### config.mk
export PLATFORM = sky130hd
export DESIGN_NAME = data_mem_bridge
export DESIGN_NICKNAME = d
export VERILOG_FILES = /design/src/rtl/data_mem_bridge.sv
export SDC_FILE = /design/constraint.sdc
export NUM_CORES = 1
export LEC_CHECK = 0
export CAP_MARGIN = 20
export CORE_MARGIN = 10
export CORE_UTILIZATION = 35
export DETAILED_ROUTE_END_ITERATION = 16
export PLACE_DENSITY = 0.66
export SETUP_SLACK_MARGIN = 0.1
export SKIP_LAST_GASP = 1
export SYNTH_ARGS = -nofsm -noshare
export SYNTH_HDL_FRONTEND = slang
export SYNTH_SLANG_ARGS = --single-unit
### constraint.sdc
create_clock -name clk -period 2.8 [get_ports clk]
set_input_delay 0.42 -clock clk [delete_from_list [all_inputs] [get_ports clk]]
set_output_delay 0.42 -clock clk [all_outputs]
set_load 0.005 [all_outputs]
### src/rtl/data_mem_bridge.sv
// Bridges the MIPS M-stage single-cycle data access onto a split addr/data handshake bus,
// stalling the pipeline while the access is outstanding and flagging misalignment or timeout.
module data_mem_bridge #(
   parameter int unsigned ADDR_W  = 32,
   parameter int unsigned DATA_W  = 32,
   parameter int unsigned TIMEOUT = 255
) (
   input  logic              clk,
   input  logic              rst,
   input  logic              memenM,
   input  logic              memwriteM,
   input  logic [ADDR_W-1:0] aluoutM,
   input  logic [DATA_W-1:0] writedataM,
   output logic [DATA_W-1:0] readdataM,
   output logic              stallM,
   output logic              addr_errM,
   output logic              bus_errM,
   output logic              bus_req,
   output logic              bus_wr,
   output logic [ADDR_W-1:0] bus_addr,
   output logic [DATA_W-1:0] bus_wdata,
   input  logic              bus_addr_ok,
   input  logic              bus_data_ok,
   input  logic [DATA_W-1:0] bus_rdata
);

   localparam int unsigned CNT_W    = $clog2(TIMEOUT + 1);
   // TIMEOUT bounds the stall cycles of one access, the request cycle in IDLE included
   localparam int unsigned TMO_LAST = (TIMEOUT > 2) ? (TIMEOUT - 1) : 1;

   typedef enum logic [1:0] {
      S_IDLE = 2'd0,
      S_ADDR = 2'd1,
      S_DATA = 2'd2,
      S_DONE = 2'd3
   } state_t;

   state_t            r_state;
   state_t            w_state_nxt;
   logic [CNT_W-1:0]  r_cnt;
   logic [CNT_W-1:0]  w_cnt_nxt;
   logic [CNT_W-1:0]  w_cnt_inc;
   logic              w_tmo;
   logic              w_aligned;
   logic              w_cap;
   logic [ADDR_W-1:0] w_word_addr;
   logic              r_wr;
   logic [ADDR_W-1:0] r_addr;
   logic [DATA_W-1:0] r_wdata;
   logic [DATA_W-1:0] r_rdata;
   logic [DATA_W-1:0] w_rdata_nxt;
   logic              r_bus_err;
   logic              w_bus_err_nxt;

   assign w_cnt_inc   = r_cnt + CNT_W'(1);
   assign w_tmo       = (w_cnt_inc >= CNT_W'(TMO_LAST));
   assign w_aligned   = (aluoutM[1:0] == 2'b00);
   assign w_word_addr = {aluoutM[ADDR_W-1:2], 2'b00};

   // State register plus the request/response capture registers
   always_ff @(posedge clk or negedge rst) begin
      if (!rst) begin
         r_state   <= S_IDLE;
         r_cnt     <= '0;
         r_rdata   <= '0;
         r_bus_err <= 1'b0;
         r_wr      <= 1'b0;
         r_addr    <= '0;
         r_wdata   <= '0;
      end else begin
         r_state   <= w_state_nxt;
         r_cnt     <= w_cnt_nxt;
         r_rdata   <= w_rdata_nxt;
         r_bus_err <= w_bus_err_nxt;
         if (w_cap) begin
            r_wr    <= memwriteM;
            r_addr  <= w_word_addr;
            r_wdata <= writedataM;
         end
      end
   end

   // Next state and outputs; reset forces every output idle immediately
   always_comb begin
      w_state_nxt   = r_state;
      w_cnt_nxt     = r_cnt;
      w_rdata_nxt   = r_rdata;
      w_bus_err_nxt = r_bus_err;
      w_cap         = 1'b0;
      readdataM     = '0;
      stallM        = 1'b0;
      addr_errM     = 1'b0;
      bus_errM      = 1'b0;
      bus_req       = 1'b0;
      bus_wr        = 1'b0;
      bus_addr      = '0;
      bus_wdata     = '0;

      if (rst) begin
         case (r_state)
            S_IDLE: begin
               if (memenM) begin
                  if (!w_aligned) begin
                     addr_errM = 1'b1;
                  end else begin
                     bus_req       = 1'b1;
                     bus_wr        = memwriteM;
                     bus_addr      = w_word_addr;
                     bus_wdata     = writedataM;
                     stallM        = 1'b1;
                     w_cap         = 1'b1;
                     w_cnt_nxt     = '0;
                     w_bus_err_nxt = 1'b0;
                     if (bus_addr_ok && bus_data_ok) begin
                        w_state_nxt = S_DONE;
                        w_rdata_nxt = memwriteM ? '0 : bus_rdata;
                     end else if (bus_addr_ok) begin
                        w_state_nxt = S_DATA;
                     end else begin
                        w_state_nxt = S_ADDR;
                     end
                  end
               end
            end
            S_ADDR: begin
               bus_req   = 1'b1;
               bus_wr    = r_wr;
               bus_addr  = r_addr;
               bus_wdata = r_wdata;
               stallM    = 1'b1;
               w_cnt_nxt = w_cnt_inc;
               if (bus_addr_ok && bus_data_ok) begin
                  w_state_nxt = S_DONE;
                  w_rdata_nxt = r_wr ? '0 : bus_rdata;
               end else if (w_tmo) begin
                  w_state_nxt   = S_DONE;
                  w_rdata_nxt   = '0;
                  w_bus_err_nxt = 1'b1;
               end else if (bus_addr_ok) begin
                  w_state_nxt = S_DATA;
               end
            end
            S_DATA: begin
               stallM    = 1'b1;
               w_cnt_nxt = w_cnt_inc;
               // a completion in the timeout cycle still counts as a normal completion
               if (bus_data_ok) begin
                  w_state_nxt = S_DONE;
                  w_rdata_nxt = r_wr ? '0 : bus_rdata;
               end else if (w_tmo) begin
                  w_state_nxt   = S_DONE;
                  w_rdata_nxt   = '0;
                  w_bus_err_nxt = 1'b1;
               end
            end
            S_DONE: begin
               readdataM   = r_rdata;
               bus_errM    = r_bus_err;
               w_state_nxt = S_IDLE;
            end
            default: w_state_nxt = S_IDLE;
         endcase
      end
   end

endmodule
After elaboration in Yosys (flattened, before gate mapping)
Cells that the tools add are included.
{"block": "totals", "mem_count": 0, "latch_bits": 0, "rom_bits": 0, "ramBits": 0, "output_inout_bits": 101, "register_bits": 106}
{"block": "classes", "mux": 56, "addsub": 1, "reduce_logical": 10, "n_eq_ne": 10, "multipliers": 0, "bitwise_logic": 0, "div_mod_pow": 0, "n_shift": 0, "order_cmp": 1}
{"cell": "$mux 32", "count": 16}
{"cell": "$pmux 32 s2", "count": 2}
{"cell": "$pmux 32 s3", "count": 1}
{"cell": "$mux 1", "count": 20}
{"cell": "$mux 2", "count": 9}
{"cell": "$mux 8", "count": 2}
{"cell": "$pmux 8 s2", "count": 1}
{"cell": "$ne 2x2->1 const B", "count": 5}
{"cell": "$reduce_and 5->1", "count": 2}
{"cell": "$add 8x1->8 const B", "count": 1}
{"cell": "$ge 8x8->1 const B", "count": 1}
{"cell": "$pmux 2 s4", "count": 1}
{"cell": "$pmux 1 s2", "count": 3}
{"cell": "$reduce_and 6->1", "count": 1}
{"cell": "$eq 2x2->1 const B", "count": 2}
{"cell": "$logic_not 2->1", "count": 2}
{"cell": "$ne 4x4->1 const B", "count": 1}
{"cell": "$reduce_and 4->1", "count": 1}
{"cell": "$ne 3x3->1 const B", "count": 1}
{"cell": "$pmux 1 s3", "count": 1}
{"cell": "$reduce_bool 3->1", "count": 1}
{"cell": "$eq 2x1->1 const B", "count": 1}
{"cell": "$reduce_bool 2->1", "count": 1}
{"cell": "$reduce_or 2->1", "count": 1}
{"cell": "$logic_and 1x1->1", "count": 1}

Longest topological paths before layout
{"block": "logic_depth", "word_depth": 5, "ltp_mapped": 9, "ltp_nobuf": 7}

Worst setup path before layout
No wires, ideal clock.
{"block": "synth_timing", "kind": "register to output", "start": "register r_state[0]", "end": "output port bus_req", "path_stages_with_launch": 8, "path_slack_ns": 0.566, "arrival_ns": 1.814, "n_path_buf": 2, "path_cell_list": "dfrtp_1 -> inv_1 -> ha_1 -> clkbuf_1 -> nand3_1 -> nor3_2 -> clkbuf_1 -> a21o_1"}
{"block": "synth_between", "elab_chain_cells": 3, "word_cells_on_any_way": 4}
{"element": "from (decl)", "line_no": "38", "text": "state_t r_state;"}
{"element": "from (signal assigned)", "line_no": "71", "text": "r_state <= w_state_nxt;"}
{"element": "$eq 2x1->1 or $logic_not 2->1 (tied branches)", "line_no": "100", "text": "case (r_state)"}
{"element": "$pmux 1 s2 *", "line_no": "100"}
{"element": "$mux 1 *", "line_no": "99", "text": "if (rst) begin"}
{"element": "to (decl)", "line_no": "18", "text": "output logic bus_req,"}
Every way passes the cells marked *; elsewhere a longest branch is shown, timed or not.

Worst setup path in the final report
{"block": "layout_timing", "start": "input port aluoutM[1]", "end": "output port bus_wdata[13]"}
{"block": "layout_between", "elab_chain_cells": 5}
{"element": "from (decl)", "line_no": "12", "text": "input logic [ADDR_W-1:0] aluoutM,"}
{"element": "$logic_not 2->1", "line_no": "57", "text": "assign w_aligned = (aluoutM[1:0] == 2'b00);"}
{"element": "$mux 32", "line_no": "103", "text": "if (!w_aligned) begin"}
{"element": "$mux 32", "line_no": "102", "text": "if (memenM) begin"}
{"element": "$pmux 32 s2", "line_no": "100"}
{"element": "$mux 32", "line_no": "99"}
{"element": "to (decl)", "line_no": "21", "text": "output logic [DATA_W-1:0] bus_wdata,"}
No other way between the ends.

==> impl_summary.txt <==
----------------------------------------------------
[Synthesis]
  Area of the mapped netlist ... around 5400 um2
  Number of synthesized flops with an enable pin ... 0
  Yosys top cell by area ... dfrtp_1
  Post-Syn Area per Cell ... around 11 um2
  Synth Instances ... 499
  Yosys reg bits ... between 100 and 150
  Synth top area share ... 0.495
  Share of flip-flops with an asynchronous set or reset ... 1.00
  Primary flip-flop cell chosen by synthesis mapping ... dfrtp_1
  Largest cells by area after synthesis ... dfrtp_1, mux2_2, a22oi_1, a22o_1, nor2_1
  Synth Warn # ... 0
  Sequential element share of the synthesized area ... 0.495
  Yosys cell types ... 40

[STA]
  RSZ-0062 raised after global routing ... true
  Worst hold-check slack ... 0.154 ns
  Final slew viol count ... 0
  Final hold violation count ... 0
  PnR worst setup slack ... between 0.1 and 0.15 ns
  Fin Clk Skew ... roughly 0.0054 ns
  Min Clock Period, post-route ... roughly 2.7 ns
  Final setup violation count ... 0
  Maximum clock frequency ... ~0.37 GHz
  Part of the cycle the worst path needs ... 0.960
  Rel. slew slack ... 0.554
  Slew of the pin with the lowest slew margin ... approximately 0.67 ns
  Accumulated negative setup slack ... 0 ns

[Cells and area]
  Area Growth Syn to Fin ... 53.8%
  # nets final ... approximately 810
  Filler cell count in the final layout ... between 1000 and 1500
  Number of diodes ... 0
  Fraction of final layout cells with drive strength greater than 1 ... 0.175
  Filler-free cell count of the finished design ... around 890

[Min path]
  Worst hold path class ... in -> async

[Worst setup path]
  Slowest-stage cell, CP ... clkdlybuf4s50_1
  Largest fanout of any net on the critical path ... 10
  Most common cell on crit path ... clkdlybuf4s50_1
  Data arrival time of the critical path ... 2.27 ns
  Kind of end point of the critical path ... output pin
  Critical path, cell by cell ... clkdlybuf4s50_1 -> nor2_2 -> and3_4 -> buf_12 -> clkbuf_16 -> a22oi_1 -> nor2_1 -> clkdlybuf4s50_1
  Register-to-register setup slack ... between 0.3 and 0.4 ns
  Critical path's largest stage delay ... roughly 0.52 ns
  Required time at the worst-slack endpoint ... roughly 2.4 ns
  Number of cell instances on the worst register-to-register path ... 7
  Critical path launch point type ... primary input
  CP Class ... in -> out
  Startpoint of the worst register-to-register path ... r_cnt[0]
  R2R Path End ... r_rdata[18]

[Power]
  Leakage power figure ... 3.80 nW
  Maximum vdd ir drop ... ~0.35 mV
  Power per unit of standard cell area ... ~800 nW/um2

[Die]
  Initial standard-cell utilization of the core ... 0.355
  Total number of placement rows ... 45
  Die H ... 144 um
  DIE WIDTH ... approximately 140 um
  DIE AREA ... roughly 21000 um2
  Area of the core region ... approximately 15000 um2
  Boundary pin count ... a little over 200

[Drt]
  Total DRC errors in the routed layout ... 0
  Number of detailed-routing iterations run before antenna repair ... 4
  Via density per instance ... 5.32
  Total number of vias ... 4742
  Final wirelength ... 17800 um
  Post-detailed-route count of antenna-violating nets ... 0
  Detailed-route wire length per cell ... roughly 20 um
  Detailed router's first-iteration violation count ... 356

[Placed design]
  Post-place setup slack ... about 0.065 ns
  Count of input and output buffers ... 200
  Post-DP HPWL ... 12200 um
  Placed Cells ... approximately 860
  Global placement routability congestion ... ~0.90

[GRT]
  Antenna violations before repair ... 0
  Wire length of the first global-routing pass ... about 27000 um
  Total grt overflow ... 0
  Pin count of the biggest net entering global routing ... 64
  Number of global-route vias before repair ... about 5000
  Total GRT Usage ... 0.163

[Clock network]
  CTS clk-pin slew, worst paths ... 0.07 ns
  Number of sinks on the clock net ... between 100 and 150
  TritonCTS clock tree ... done
  Number of H-tree branching levels ... 3
  Maximum count of clock buffers along a single path ... 2
  Clock latency of the later-clocked register in the worst-skew pair ... ~0.35 ns
  CTS buffer count ... 9
  Root buffer selected by CTS ... clkbuf_16

[Outcome]
  Result of the run ... finished, final reports clean

[Run]
  Number of max-capacitance violations reported ... 0

----------------------------------------------------
layout by cell type (no fill, tap or decap), types with 2 or more instances in the layout:
| master | instances |
|---|---|
| mux2i_1 | 2 |
| inv_2 | 2 |
| nor2_2 | 2 |
| nand2b_1 | 4 |
| a22oi_1 | 63 |
| buf_4 | 18 |
| o21ai_0 | 12 |
| buf_16 | 2 |
| nand3_1 | 3 |
| nor3_1 | 3 |
| bufinv_16 | 2 |
| inv_1 | 6 |
| ha_1 | 5 |
| buf_12 | 6 |
| o21a_1 | 2 |
| nor2_1 | 73 |
| ha_4 | 2 |
| a22o_1 | 33 |
| a21o_1 | 2 |
| mux2_2 | 64 |
| dlymetal6s2s_1 | 22 |
| clkdlybuf4s50_1 | 177 |
| o21bai_1 | 2 |
| dfrtp_1 | 106 |
| buf_6 | 2 |
| conb_1 | 2 |
| a21oi_1 | 8 |
| and3_1 | 33 |
| clkbuf_16 | 12 |
| nand2_1 | 10 |
cell type report:
cell class / instances / area, um2 / area share
clock buffer: 11 / 243 / 0.0295
clock inverter: 4 / 76.3 / 0.00927
inverter: 8 / 30.0 / 0.00365
multi-input combinational: 343 / 2530 / 0.308
sequential: 106 / 2650 / 0.322
tap: 188 / 235 / 0.0286
timing repair buffer: 231 / 2460 / 0.299
synthesized netlist by cell type, types with 3 or more instances:
master	n
clkbuf_1	28
ha_1	7
inv_1	8
mux2_2	64
o21ai_0	12
buf_2	3
buf_1	7
a22o_1	33
and3_1	34
nor3_1	3
a22oi_1	63
nand2b_1	4
dfrtp_1	106
nor2_1	75
buf_6	3
a21oi_1	8
nand2_1	10
nand3_1	3
worst max-delay path by stage:
| stage | start | end | slack [ns] | depth (start not counted) |
|---|---|---|---|---|
| 2_1_floorplan | r_state[0] | bus_req | 0.57 | 7 |
| 3_3_place_gp | aluoutM[1] | bus_addr[3] | 0.10 | 7 |
| 3_5_place_dp | aluoutM[1] | bus_addr[5] | 0.07 | 7 |
| 4_1_cts | aluoutM[1] | bus_addr[5] | 0.09 | 7 |
| 5_1_grt | aluoutM[1] | bus_addr[2] | 0.03 | 8 |
| 6_report | aluoutM[1] | bus_wdata[13] | 0.11 | 8 |
sequential cells by signal (all words and copies together) (netlist names):
name and cells:
r_wdata 32, r_bus_err 1, r_cnt 8, r_state 2
r_wr 1, r_rdata 32, r_addr 30
power by group:
part	total (W)	internal, W	switching [W]
clock network	0.00136	0.000805	0.000552
logic	0.00256	0.00139	0.00117
registers	0.00258	0.00219	0.000388
worst max-delay path, delay by kind of cell:
| family | cells | cell delay (ns) |
|---|---|---|
| AO/OA/AOI/OAI | 1 | 0.07 |
| buffers and inverters | 4 | 1.26 |
| AND/OR/NAND/NOR | 3 | 0.51 |
routing by layer:
metal / vias up / GRT usage / wire (um)
met1: 2367 / 0.190 / 7510
met4: 0 / 0.0559 / 257
li1: 2223 / - / -
met2: 133 / 0.277 / 8840
met5: - / 0 / 0
met3: 19 / 0.0538 / 1190
kinds of logic (layout without fill, tap and decap cells):
group / count (synthesis) / in the layout / synth area share
AND/OR/NAND/NOR: 136 / 136 / 0.120
AO/OA/AOI/OAI: 131 / 131 / 0.185
flip-flops: 106 / 106 / 0.495
multiplexers: 66 / 66 / 0.138
buffers and inverters: 51 / 254 / 0.0420
adder cells (fa/ha/maj): 7 / 7 / 0.0164
other: 1 / 2 / 0.000700
XOR/XNOR: 1 / 1 / 0.00164
per-stage QoR:
step	total power (W)	util	cell area (um2)
global route	0.00692	0.546	8240
global placement	0.00482	0.504	7600
finish	0.00649	0.546	8240
detailed placement	0.00494	0.505	7630
floorplan	0.00398	-	5360
CTS	0.00645	0.533	8050
timing repair:
item                       in CTS  in global routing
gates cloned                    1                  4
pin swaps                       2                  2
resized for setup               6                 25
setup endpoints to repair      65                 64
hold endpoints to repair       14                  0
hold buffers                    1                  0
buffers inserted                6                  3
(Power assumes the default switching activity.)
